<file path="src/rtl/lc3_datapath_param_pkg.sv">
// Shared encodings, CC reset constant and sign-extension helper for the LC-3 datapath.
// sext() works up to 64 bits; callers truncate the result to WIDTH.
package datapath_pkg;

  localparam logic [2:0] CC_RESET   = 3'b010;
  localparam int         SEXT_MAX_W = 64;

  typedef enum logic [1:0] {
    PCMUX_INC   = 2'b00,
    PCMUX_BUS   = 2'b01,
    PCMUX_ADDER = 2'b10,
    PCMUX_HOLD  = 2'b11
  } pcmux_e;

  typedef enum logic [1:0] {
    ADDR2_ZERO  = 2'b00,
    ADDR2_OFF6  = 2'b01,
    ADDR2_OFF9  = 2'b10,
    ADDR2_OFF11 = 2'b11
  } addr2mux_e;

  typedef enum logic [1:0] {
    DRMUX_IR    = 2'b00,
    DRMUX_R7    = 2'b01,
    DRMUX_R6    = 2'b10,
    DRMUX_IR_ALT = 2'b11
  } drmux_e;

  typedef enum logic [1:0] {
    ALUK_ADD  = 2'b00,
    ALUK_AND  = 2'b01,
    ALUK_NOT  = 2'b10,
    ALUK_PASS = 2'b11
  } aluk_e;

  // Sign-extend val[msb:0]: park the field at the top, then arithmetic-shift it back down.
  function automatic logic [SEXT_MAX_W-1:0] sext(input logic [15:0] val, input int unsigned msb);
    logic signed [SEXT_MAX_W-1:0] tmp;
    tmp = signed'({val, 48'b0} << (15 - msb));
    return $unsigned(tmp >>> (63 - msb));
  endfunction

endpackage

</file>
<file path="src/rtl/lc3_datapath_param_if.sv">
// Control/status bundle between the ISDU (master) and the datapath (slave).
interface lc3_datapath_param_if #(
  parameter int WIDTH = 16,
  parameter int LED_W = 12
);
  // No valid/ready handshake: every control is level-sampled on each rising Clk edge.
  logic             GatePC, GateMDR, GateALU, GateMARMUX;
  logic             LD_MAR, LD_MDR, LD_IR, LD_BEN, LD_CC, LD_REG, LD_PC, LD_LED;
  logic [1:0]       PCMUX, DRMUX, ADDR2MUX, ALUK;
  logic             SR1MUX, SR2MUX, ADDR1MUX, MIO_EN;
  logic [WIDTH-1:0] MDR_In;
  logic [WIDTH-1:0] MAR, MDR, IR, PC;
  logic             BEN;
  logic [LED_W-1:0] LED;
  logic             bus_err;
  logic [WIDTH-1:0] dbg_bus;
  logic [2:0]       dbg_cc;

  modport master (
    output GatePC, GateMDR, GateALU, GateMARMUX,
    output LD_MAR, LD_MDR, LD_IR, LD_BEN, LD_CC, LD_REG, LD_PC, LD_LED,
    output PCMUX, DRMUX, ADDR2MUX, ALUK, SR1MUX, SR2MUX, ADDR1MUX, MIO_EN, MDR_In,
    input  MAR, MDR, IR, PC, BEN, LED, bus_err, dbg_bus, dbg_cc
  );

  modport slave (
    input  GatePC, GateMDR, GateALU, GateMARMUX,
    input  LD_MAR, LD_MDR, LD_IR, LD_BEN, LD_CC, LD_REG, LD_PC, LD_LED,
    input  PCMUX, DRMUX, ADDR2MUX, ALUK, SR1MUX, SR2MUX, ADDR1MUX, MIO_EN, MDR_In,
    output MAR, MDR, IR, PC, BEN, LED, bus_err, dbg_bus, dbg_cc
  );
endinterface

</file>
<file path="src/rtl/lc3_datapath_param_reg_file_8.sv">
// 8 x WIDTH register file: two combinational read ports, one synchronous write port.
module reg_file_8 #(
  parameter int WIDTH = 16
) (
  input  logic             clk,
  input  logic             rst,
  input  logic             we,
  input  logic [2:0]       wr_idx,
  input  logic [WIDTH-1:0] wr_data,
  input  logic [2:0]       rd0_idx,
  output logic [WIDTH-1:0] rd0_data,
  input  logic [2:0]       rd1_idx,
  output logic [WIDTH-1:0] rd1_data
);

  logic [WIDTH-1:0] regs_q [8];
  logic [WIDTH-1:0] regs_d [8];

  always_comb begin
    regs_d = regs_q;
    if (we) regs_d[wr_idx] = wr_data;
  end

  always_ff @(posedge clk or posedge rst) begin
    if (rst) begin
      for (int i = 0; i < 8; i++) regs_q[i] <= '0;
    end else begin
      regs_q <= regs_d;
    end
  end

  // Reads see the pre-edge contents, so a same-cycle write is not forwarded.
  assign rd0_data = regs_q[rd0_idx];
  assign rd1_data = regs_q[rd1_idx];

endmodule

</file>
<file path="src/rtl/lc3_datapath_param.sv">
// Parametrised LC-3 datapath around a single prioritised WIDTH-bit bus.
// Optional sticky contention flag enabled by defining DATAPATH_BUS_CHECK_EN.
module lc3_datapath_param
  import datapath_pkg::*;
#(
  parameter int               WIDTH    = 16,
  parameter logic [WIDTH-1:0] RESET_PC = '0,
  parameter int               LED_W    = 12
) (
  input logic                 Clk,
  input logic                 Reset,
  lc3_datapath_param_if.slave dp
);

  logic [WIDTH-1:0] pc_q, pc_d, ir_q, ir_d, mar_q, mar_d, mdr_q, mdr_d;
  logic [2:0]       cc_q, cc_d;
  logic             ben_q, ben_d;
  logic [LED_W-1:0] led_q, led_d;

  logic [15:0]      ir16;
  logic [2:0]       sr1_idx, dr_idx;
  logic [WIDTH-1:0] sr1_data, sr2_data;
  logic [WIDTH-1:0] addr1, addr2, adder, alu_b, alu_out, bus;

  assign ir16 = ir_q[15:0];

  reg_file_8 #(.WIDTH(WIDTH)) u_regs (
    .clk      (Clk),
    .rst      (Reset),
    .we       (dp.LD_REG),
    .wr_idx   (dr_idx),
    .wr_data  (bus),
    .rd0_idx  (sr1_idx),
    .rd0_data (sr1_data),
    .rd1_idx  (ir16[2:0]),
    .rd1_data (sr2_data)
  );

  always_comb begin
    sr1_idx = dp.SR1MUX ? ir16[8:6] : ir16[11:9];
    case (drmux_e'(dp.DRMUX))
      DRMUX_R7: dr_idx = 3'd7;
      DRMUX_R6: dr_idx = 3'd6;
      default:  dr_idx = ir16[11:9];
    endcase

    addr1 = dp.ADDR1MUX ? sr1_data : pc_q;
    case (addr2mux_e'(dp.ADDR2MUX))
      ADDR2_OFF6:  addr2 = WIDTH'(sext(ir16, 5));
      ADDR2_OFF9:  addr2 = WIDTH'(sext(ir16, 8));
      ADDR2_OFF11: addr2 = WIDTH'(sext(ir16, 10));
      default:     addr2 = '0;
    endcase
    adder = addr1 + addr2;

    alu_b = dp.SR2MUX ? WIDTH'(sext(ir16, 4)) : sr2_data;
    case (aluk_e'(dp.ALUK))
      ALUK_ADD: alu_out = sr1_data + alu_b;
      ALUK_AND: alu_out = sr1_data & alu_b;
      ALUK_NOT: alu_out = ~sr1_data;
      default:  alu_out = sr1_data;
    endcase

    // Fixed priority keeps the bus deterministic even when the ISDU misbehaves.
    if (dp.GatePC)          bus = pc_q;
    else if (dp.GateMDR)    bus = mdr_q;
    else if (dp.GateALU)    bus = alu_out;
    else if (dp.GateMARMUX) bus = adder;
    else                    bus = '0;
  end

  always_comb begin
    pc_d = pc_q;
    if (dp.LD_PC) begin
      case (pcmux_e'(dp.PCMUX))
        PCMUX_INC:   pc_d = pc_q + WIDTH'(1);
        PCMUX_BUS:   pc_d = bus;
        PCMUX_ADDER: pc_d = adder;
        default:     pc_d = pc_q;
      endcase
    end

    mar_d = dp.LD_MAR ? bus : mar_q;
    mdr_d = dp.LD_MDR ? (dp.MIO_EN ? dp.MDR_In : bus) : mdr_q;
    ir_d  = dp.LD_IR ? bus : ir_q;
    led_d = dp.LD_LED ? ir_q[LED_W-1:0] : led_q;

    cc_d = cc_q;
    if (dp.LD_CC) begin
      if (bus[WIDTH-1])    cc_d = 3'b100;
      else if (bus == '0)  cc_d = 3'b010;
      else                 cc_d = 3'b001;
    end

    // Uses cc_q, so a simultaneous LD_CC does not affect this cycle's branch decision.
    ben_d = ben_q;
    if (dp.LD_BEN) ben_d = (ir16[11] & cc_q[2]) | (ir16[10] & cc_q[1]) | (ir16[9] & cc_q[0]);
  end

  always_ff @(posedge Clk or posedge Reset) begin
    if (Reset) begin
      pc_q  <= RESET_PC;
      ir_q  <= '0;
      mar_q <= '0;
      mdr_q <= '0;
      cc_q  <= CC_RESET;
      ben_q <= 1'b0;
      led_q <= '0;
    end else begin
      pc_q  <= pc_d;
      ir_q  <= ir_d;
      mar_q <= mar_d;
      mdr_q <= mdr_d;
      cc_q  <= cc_d;
      ben_q <= ben_d;
      led_q <= led_d;
    end
  end

`ifdef DATAPATH_BUS_CHECK_EN
  logic       bus_err_q, bus_err_d;
  logic [2:0] gate_cnt;

  always_comb begin
    gate_cnt  = {2'b0, dp.GatePC} + {2'b0, dp.GateMDR} + {2'b0, dp.GateALU} + {2'b0, dp.GateMARMUX};
    bus_err_d = bus_err_q | (gate_cnt >= 3'd2);
  end

  always_ff @(posedge Clk or posedge Reset) begin
    if (Reset) bus_err_q <= 1'b0;
    else       bus_err_q <= bus_err_d;
  end

  assign dp.bus_err = bus_err_q;
`else
  assign dp.bus_err = 1'b0;
`endif

  assign dp.PC      = pc_q;
  assign dp.IR      = ir_q;
  assign dp.MAR     = mar_q;
  assign dp.MDR     = mdr_q;
  assign dp.BEN     = ben_q;
  assign dp.LED     = led_q;
  assign dp.dbg_bus = bus;
  assign dp.dbg_cc  = cc_q;

endmodule

</file>
<file path="src/flat_wrapper.sv">
// flat-port wrapper written by rule: the top's interface ports become plain ports
module lc3_datapath_param_flat import datapath_pkg::*;
#(
  parameter int               WIDTH    = 16,
  parameter logic [WIDTH-1:0] RESET_PC = '0,
  parameter int               LED_W    = 12
)
  (Clk, Reset, dp_GatePC, dp_GateMDR, dp_GateALU, dp_GateMARMUX, dp_LD_MAR, dp_LD_MDR, dp_LD_IR, dp_LD_BEN, dp_LD_CC, dp_LD_REG, dp_LD_PC, dp_LD_LED, dp_PCMUX, dp_DRMUX, dp_ADDR2MUX, dp_ALUK, dp_SR1MUX, dp_SR2MUX, dp_ADDR1MUX, dp_MIO_EN, dp_MDR_In, dp_MAR, dp_MDR, dp_IR, dp_PC, dp_BEN, dp_LED, dp_bus_err, dp_dbg_bus, dp_dbg_cc);
  lc3_datapath_param_if #(.WIDTH(WIDTH), .LED_W(LED_W)) dp_i ();
  input logic Clk;
  input logic Reset;
  input wire logic [$bits(dp_i.GatePC)-1:0] dp_GatePC;
  input wire logic [$bits(dp_i.GateMDR)-1:0] dp_GateMDR;
  input wire logic [$bits(dp_i.GateALU)-1:0] dp_GateALU;
  input wire logic [$bits(dp_i.GateMARMUX)-1:0] dp_GateMARMUX;
  input wire logic [$bits(dp_i.LD_MAR)-1:0] dp_LD_MAR;
  input wire logic [$bits(dp_i.LD_MDR)-1:0] dp_LD_MDR;
  input wire logic [$bits(dp_i.LD_IR)-1:0] dp_LD_IR;
  input wire logic [$bits(dp_i.LD_BEN)-1:0] dp_LD_BEN;
  input wire logic [$bits(dp_i.LD_CC)-1:0] dp_LD_CC;
  input wire logic [$bits(dp_i.LD_REG)-1:0] dp_LD_REG;
  input wire logic [$bits(dp_i.LD_PC)-1:0] dp_LD_PC;
  input wire logic [$bits(dp_i.LD_LED)-1:0] dp_LD_LED;
  input wire logic [$bits(dp_i.PCMUX)-1:0] dp_PCMUX;
  input wire logic [$bits(dp_i.DRMUX)-1:0] dp_DRMUX;
  input wire logic [$bits(dp_i.ADDR2MUX)-1:0] dp_ADDR2MUX;
  input wire logic [$bits(dp_i.ALUK)-1:0] dp_ALUK;
  input wire logic [$bits(dp_i.SR1MUX)-1:0] dp_SR1MUX;
  input wire logic [$bits(dp_i.SR2MUX)-1:0] dp_SR2MUX;
  input wire logic [$bits(dp_i.ADDR1MUX)-1:0] dp_ADDR1MUX;
  input wire logic [$bits(dp_i.MIO_EN)-1:0] dp_MIO_EN;
  input wire logic [$bits(dp_i.MDR_In)-1:0] dp_MDR_In;
  output wire logic [$bits(dp_i.MAR)-1:0] dp_MAR;
  output wire logic [$bits(dp_i.MDR)-1:0] dp_MDR;
  output wire logic [$bits(dp_i.IR)-1:0] dp_IR;
  output wire logic [$bits(dp_i.PC)-1:0] dp_PC;
  output wire logic [$bits(dp_i.BEN)-1:0] dp_BEN;
  output wire logic [$bits(dp_i.LED)-1:0] dp_LED;
  output wire logic [$bits(dp_i.bus_err)-1:0] dp_bus_err;
  output wire logic [$bits(dp_i.dbg_bus)-1:0] dp_dbg_bus;
  output wire logic [$bits(dp_i.dbg_cc)-1:0] dp_dbg_cc;
  assign dp_i.GatePC = dp_GatePC;
  assign dp_i.GateMDR = dp_GateMDR;
  assign dp_i.GateALU = dp_GateALU;
  assign dp_i.GateMARMUX = dp_GateMARMUX;
  assign dp_i.LD_MAR = dp_LD_MAR;
  assign dp_i.LD_MDR = dp_LD_MDR;
  assign dp_i.LD_IR = dp_LD_IR;
  assign dp_i.LD_BEN = dp_LD_BEN;
  assign dp_i.LD_CC = dp_LD_CC;
  assign dp_i.LD_REG = dp_LD_REG;
  assign dp_i.LD_PC = dp_LD_PC;
  assign dp_i.LD_LED = dp_LD_LED;
  assign dp_i.PCMUX = dp_PCMUX;
  assign dp_i.DRMUX = dp_DRMUX;
  assign dp_i.ADDR2MUX = dp_ADDR2MUX;
  assign dp_i.ALUK = dp_ALUK;
  assign dp_i.SR1MUX = dp_SR1MUX;
  assign dp_i.SR2MUX = dp_SR2MUX;
  assign dp_i.ADDR1MUX = dp_ADDR1MUX;
  assign dp_i.MIO_EN = dp_MIO_EN;
  assign dp_i.MDR_In = dp_MDR_In;
  assign dp_MAR = dp_i.MAR;
  assign dp_MDR = dp_i.MDR;
  assign dp_IR = dp_i.IR;
  assign dp_PC = dp_i.PC;
  assign dp_BEN = dp_i.BEN;
  assign dp_LED = dp_i.LED;
  assign dp_bus_err = dp_i.bus_err;
  assign dp_dbg_bus = dp_i.dbg_bus;
  assign dp_dbg_cc = dp_i.dbg_cc;
  lc3_datapath_param #(.WIDTH(WIDTH), .RESET_PC(RESET_PC), .LED_W(LED_W)) u_core (.Clk(Clk), .Reset(Reset), .dp(dp_i));
endmodule
</file>
<file path="config.mk">
export PLATFORM = sky130hd
export DESIGN_NAME = lc3_datapath_param_flat
export DESIGN_NICKNAME = d
export VERILOG_FILES = /design/src/rtl/lc3_datapath_param_pkg.sv /design/src/rtl/lc3_datapath_param_if.sv /design/src/rtl/lc3_datapath_param_reg_file_8.sv /design/src/rtl/lc3_datapath_param.sv /design/src/flat_wrapper.sv
export SDC_FILE = /design/constraint.sdc
export NUM_CORES = 1
export LEC_CHECK = 0
export CORE_ASPECT_RATIO = 0.9
export CORE_MARGIN = 2
export CORE_UTILIZATION = 60
export CTS_CLUSTER_DIAMETER = 30
export DETAILED_ROUTE_END_ITERATION = 12
export DONT_BUFFER_PORTS = 1
export GPL_ROUTABILITY_DRIVEN = 0
export PLACE_DENSITY = 0.76
export SLEW_MARGIN = 10
export SYNTH_ARGS = -nofsm -noshare
export SYNTH_HDL_FRONTEND = slang
export SYNTH_HIERARCHICAL = 1
export SYNTH_SLANG_ARGS = --single-unit
</file>
<file path="constraint.sdc">
create_clock -name Clk -period 7.3 [get_ports Clk]
set_input_delay 0.73 -clock Clk [delete_from_list [all_inputs] [get_ports Clk]]
set_output_delay 0.73 -clock Clk [all_outputs]
set_load 0.02 [all_outputs]
</file>
==> flow_summary.toml <==
[outcome]
status = "completed"

[placed_design]
io_buffers = 0
dpl.hpwl_um = 27000
pre_cts_ws_ns = 1.21

[routing]
viasPerCell = 7.07
postRouteAntennaNets = 0
route.detailed.drc = 0
wl_um = 40500
via_count = 10578
first_pass_iters = 7
drt_iter0_markers = 1253
wl_per_cell_um = 27.0

[worst_setup_path]
path_max_fanout = 19
cp.required_ns = 6.57
cp-startpoint = "u_core/dp.IR[6]$_DFFE_PP0P_"
worstSetupEndpointType = "output pin"
arrival_ns = 5.96
r2r_slack_ns = 1.19
crit_type = "register to output pin"
regToRegStartpoint = "u_core/dp.IR[6]$_DFFE_PP0P_"
startpoint_type = "register"
reg2reg_to = "u_core/dp.dbg_cc[1]$_DFFE_PP1P_"
reg2reg_depth = 16

[logic_synthesis]
async_flop_share_pct = 100
synth_cells = 1173
synth_fp_nets = 1253
synth_area_per_cell_sq_um = 11.7
synth-seq-cells = 208
yosysUniqueCellTypes = 91
synth_area_sq_um = 13800
yosysWarnings = 6
synth-seq-area-share_pct = 37.8
synth_ff_type = "dfrtp_1"
synth-edff-count = 0

[timing]
tns_ns = 0
rsz0062_at_grt = "false"
fin_crit_ns = 6.69
fin_ws_ns = 0.608
worstMarginPinSlew_ns = 1.21
hold_violations = 0
finalSetupViolations = 0
slew_viol_final = 0
fmax_mhz = 149
fin_crit_sh_pct = 91.7
fin_skew_ns = 0.0348
relSlewSlack_pct = 19.0

[clocking]
ctsResizeCount = 0
cts_root_buffer = "clkbuf_16"
holdBufCountCts = 0
clock_sinks = 208
clock_latency_ns = 0.55
clkTransAtPathRegs_ns = 0.06
cts_setup_buffers = 0
tritoncts = "built"
clk_path_buf_depth = 3
numCtsBuffers = 44
cts-htree-levels = 2

[final_layout]
final_cell_mix = "mux2_2 (211), dfrtp_1 (205), a21oi_1 (79)"
final_nets = 1243
fillCellCount = 1591
drive_above_1_share_pct = 31.1
area_growth_pct = 13.0
final_common_cell = "mux2_2"

[grt]
grt_use_total_pct = 34.1
overflow = 0
antenna_found_initial = 1
grt_pass1_vias = 10682
grt_pass1_wl_um = 62300
grt_max_degree = 83

[floorplanning]
initial_utilization_pct = 61.2
die_area_sq_um = 24200
ioPinCount = 139
rows = 52
core_sq_um = 22500
die_h_um = 148
die_x_um = 164

[hold_path]
min_path_type = "primary input to asynchronous set/reset pin"

[job]
maxCapViolCount = 0

[pwr]
power.leakage_uw = 0.00666
p_total_uw = 9200
peakVddDrop_mv = 0.400
power_density_nw_per_um2 = 591
==> synth_stat cells (all sizes together) (16+ instances only) <==
library cell	count	area (sq um)
buf	45	365
mux4	64	1610
nand3	23	115
ha	36	450
mux2i	16	160
xor2	18	158
inv	39	146
xnor2	17	149
mux2	221	2490
clkbuf	33	160
nor2	60	244
dfrtp	207	5180
o21ai	57	285
a21oi	84	424
nand2	57	214
==> state kept, by name (all words and copies together) (netlist names) <==
name,cells
u_core/dp.MDR,16
u_core/u_regs/regs_q,128
u_core/dp.dbg_cc,3
u_core/dp.BEN,1
u_core/dp.IR,16
u_core/dp.LED,12
u_core/dp.MAR,16
u_core/dp.PC,16
==> kinds of logic after synthesis <==
| group | share of synthesized area, % |
|---|---|
| XOR/XNOR | 2.23 |
| adder cells (fa/ha/maj) | 3.56 |
| other | 0.0272 |
| AO/OA/AOI/OAI | 12.5 |
| AND/OR/NAND/NOR | 8.08 |
| multiplexers | 31.0 |
| buffers and inverters | 4.88 |
| flip-flops | 37.8 |
==> how the worst max path moves through the flow <==
stage,end,slack (ns)
global route,dp_dbg_bus[15],0.35
detailed placement,dp_dbg_bus[15],1.21
floorplan,dp_dbg_bus[12],2.02
finish,dp_dbg_bus[15],0.61
global placement,dp_dbg_bus[15],1.34
CTS,dp_dbg_bus[15],0.74
==> routing by layer <==
layer / vias up / share of wire, % / track usage (%)
met3: 118 / 11 / 9.12
met4: 0 / 3.7 / 13.3
met2: 657 / 45 / 51.2
li1: 4491 / - / -
met5: - / 0 / 0
met1: 5312 / 41 / 47.5
==> layout make-up <==
class	count	area, sq um	area share, %
diodes	1	2.50	0.0161
clock buffers	50	1160	7.48
clock inverters	32	520	3.34
inverters	39	150	0.965
multi-input cells	848	7980	51.3
flip-flops and latches	208	5210	33.5
well taps	297	372	2.39
repair buffers	22	165	1.06
==> worst max-delay path, stage by stage (launching register included) <==
cell       delay [ns]
dfrtp_1          0.60
mux2_2           0.67
buf_4            0.38
mux4_1           0.31
mux2_2           0.34
mux2_2           0.29
ha_1             0.27
a211oi_1         0.45
o211ai_1         0.26
and4_1           0.27
o21a_1           0.19
nor4_1           0.30
o21ai_0          0.13
o2bb2ai_1        0.25
and2_2           0.35
inv_1            0.33
==> per-stage QoR <==
stage / util, % / cell area, sq um / hold slack (ns) / cells
detailed placement: 61.6 / 13900 / 0.504 / 1414
finish: 69.1 / 15600 / 0.118 / 1497
floorplan: - / 13800 / 0.465 / 1173
CTS: 69.1 / 15600 / 0.128 / 1496
global route: 69.1 / 15600 / 0.167 / 1496
global placement: 61.6 / 13900 / 0.478 / 1414
==> power by group <==
part / switching (uW) / internal (uW)
Clock: 705 / 1520
Combinational: 2440 / 2120
Sequential: 744 / 1660
Total: 3890 / 5310
(Power assumes the default switching activity.)
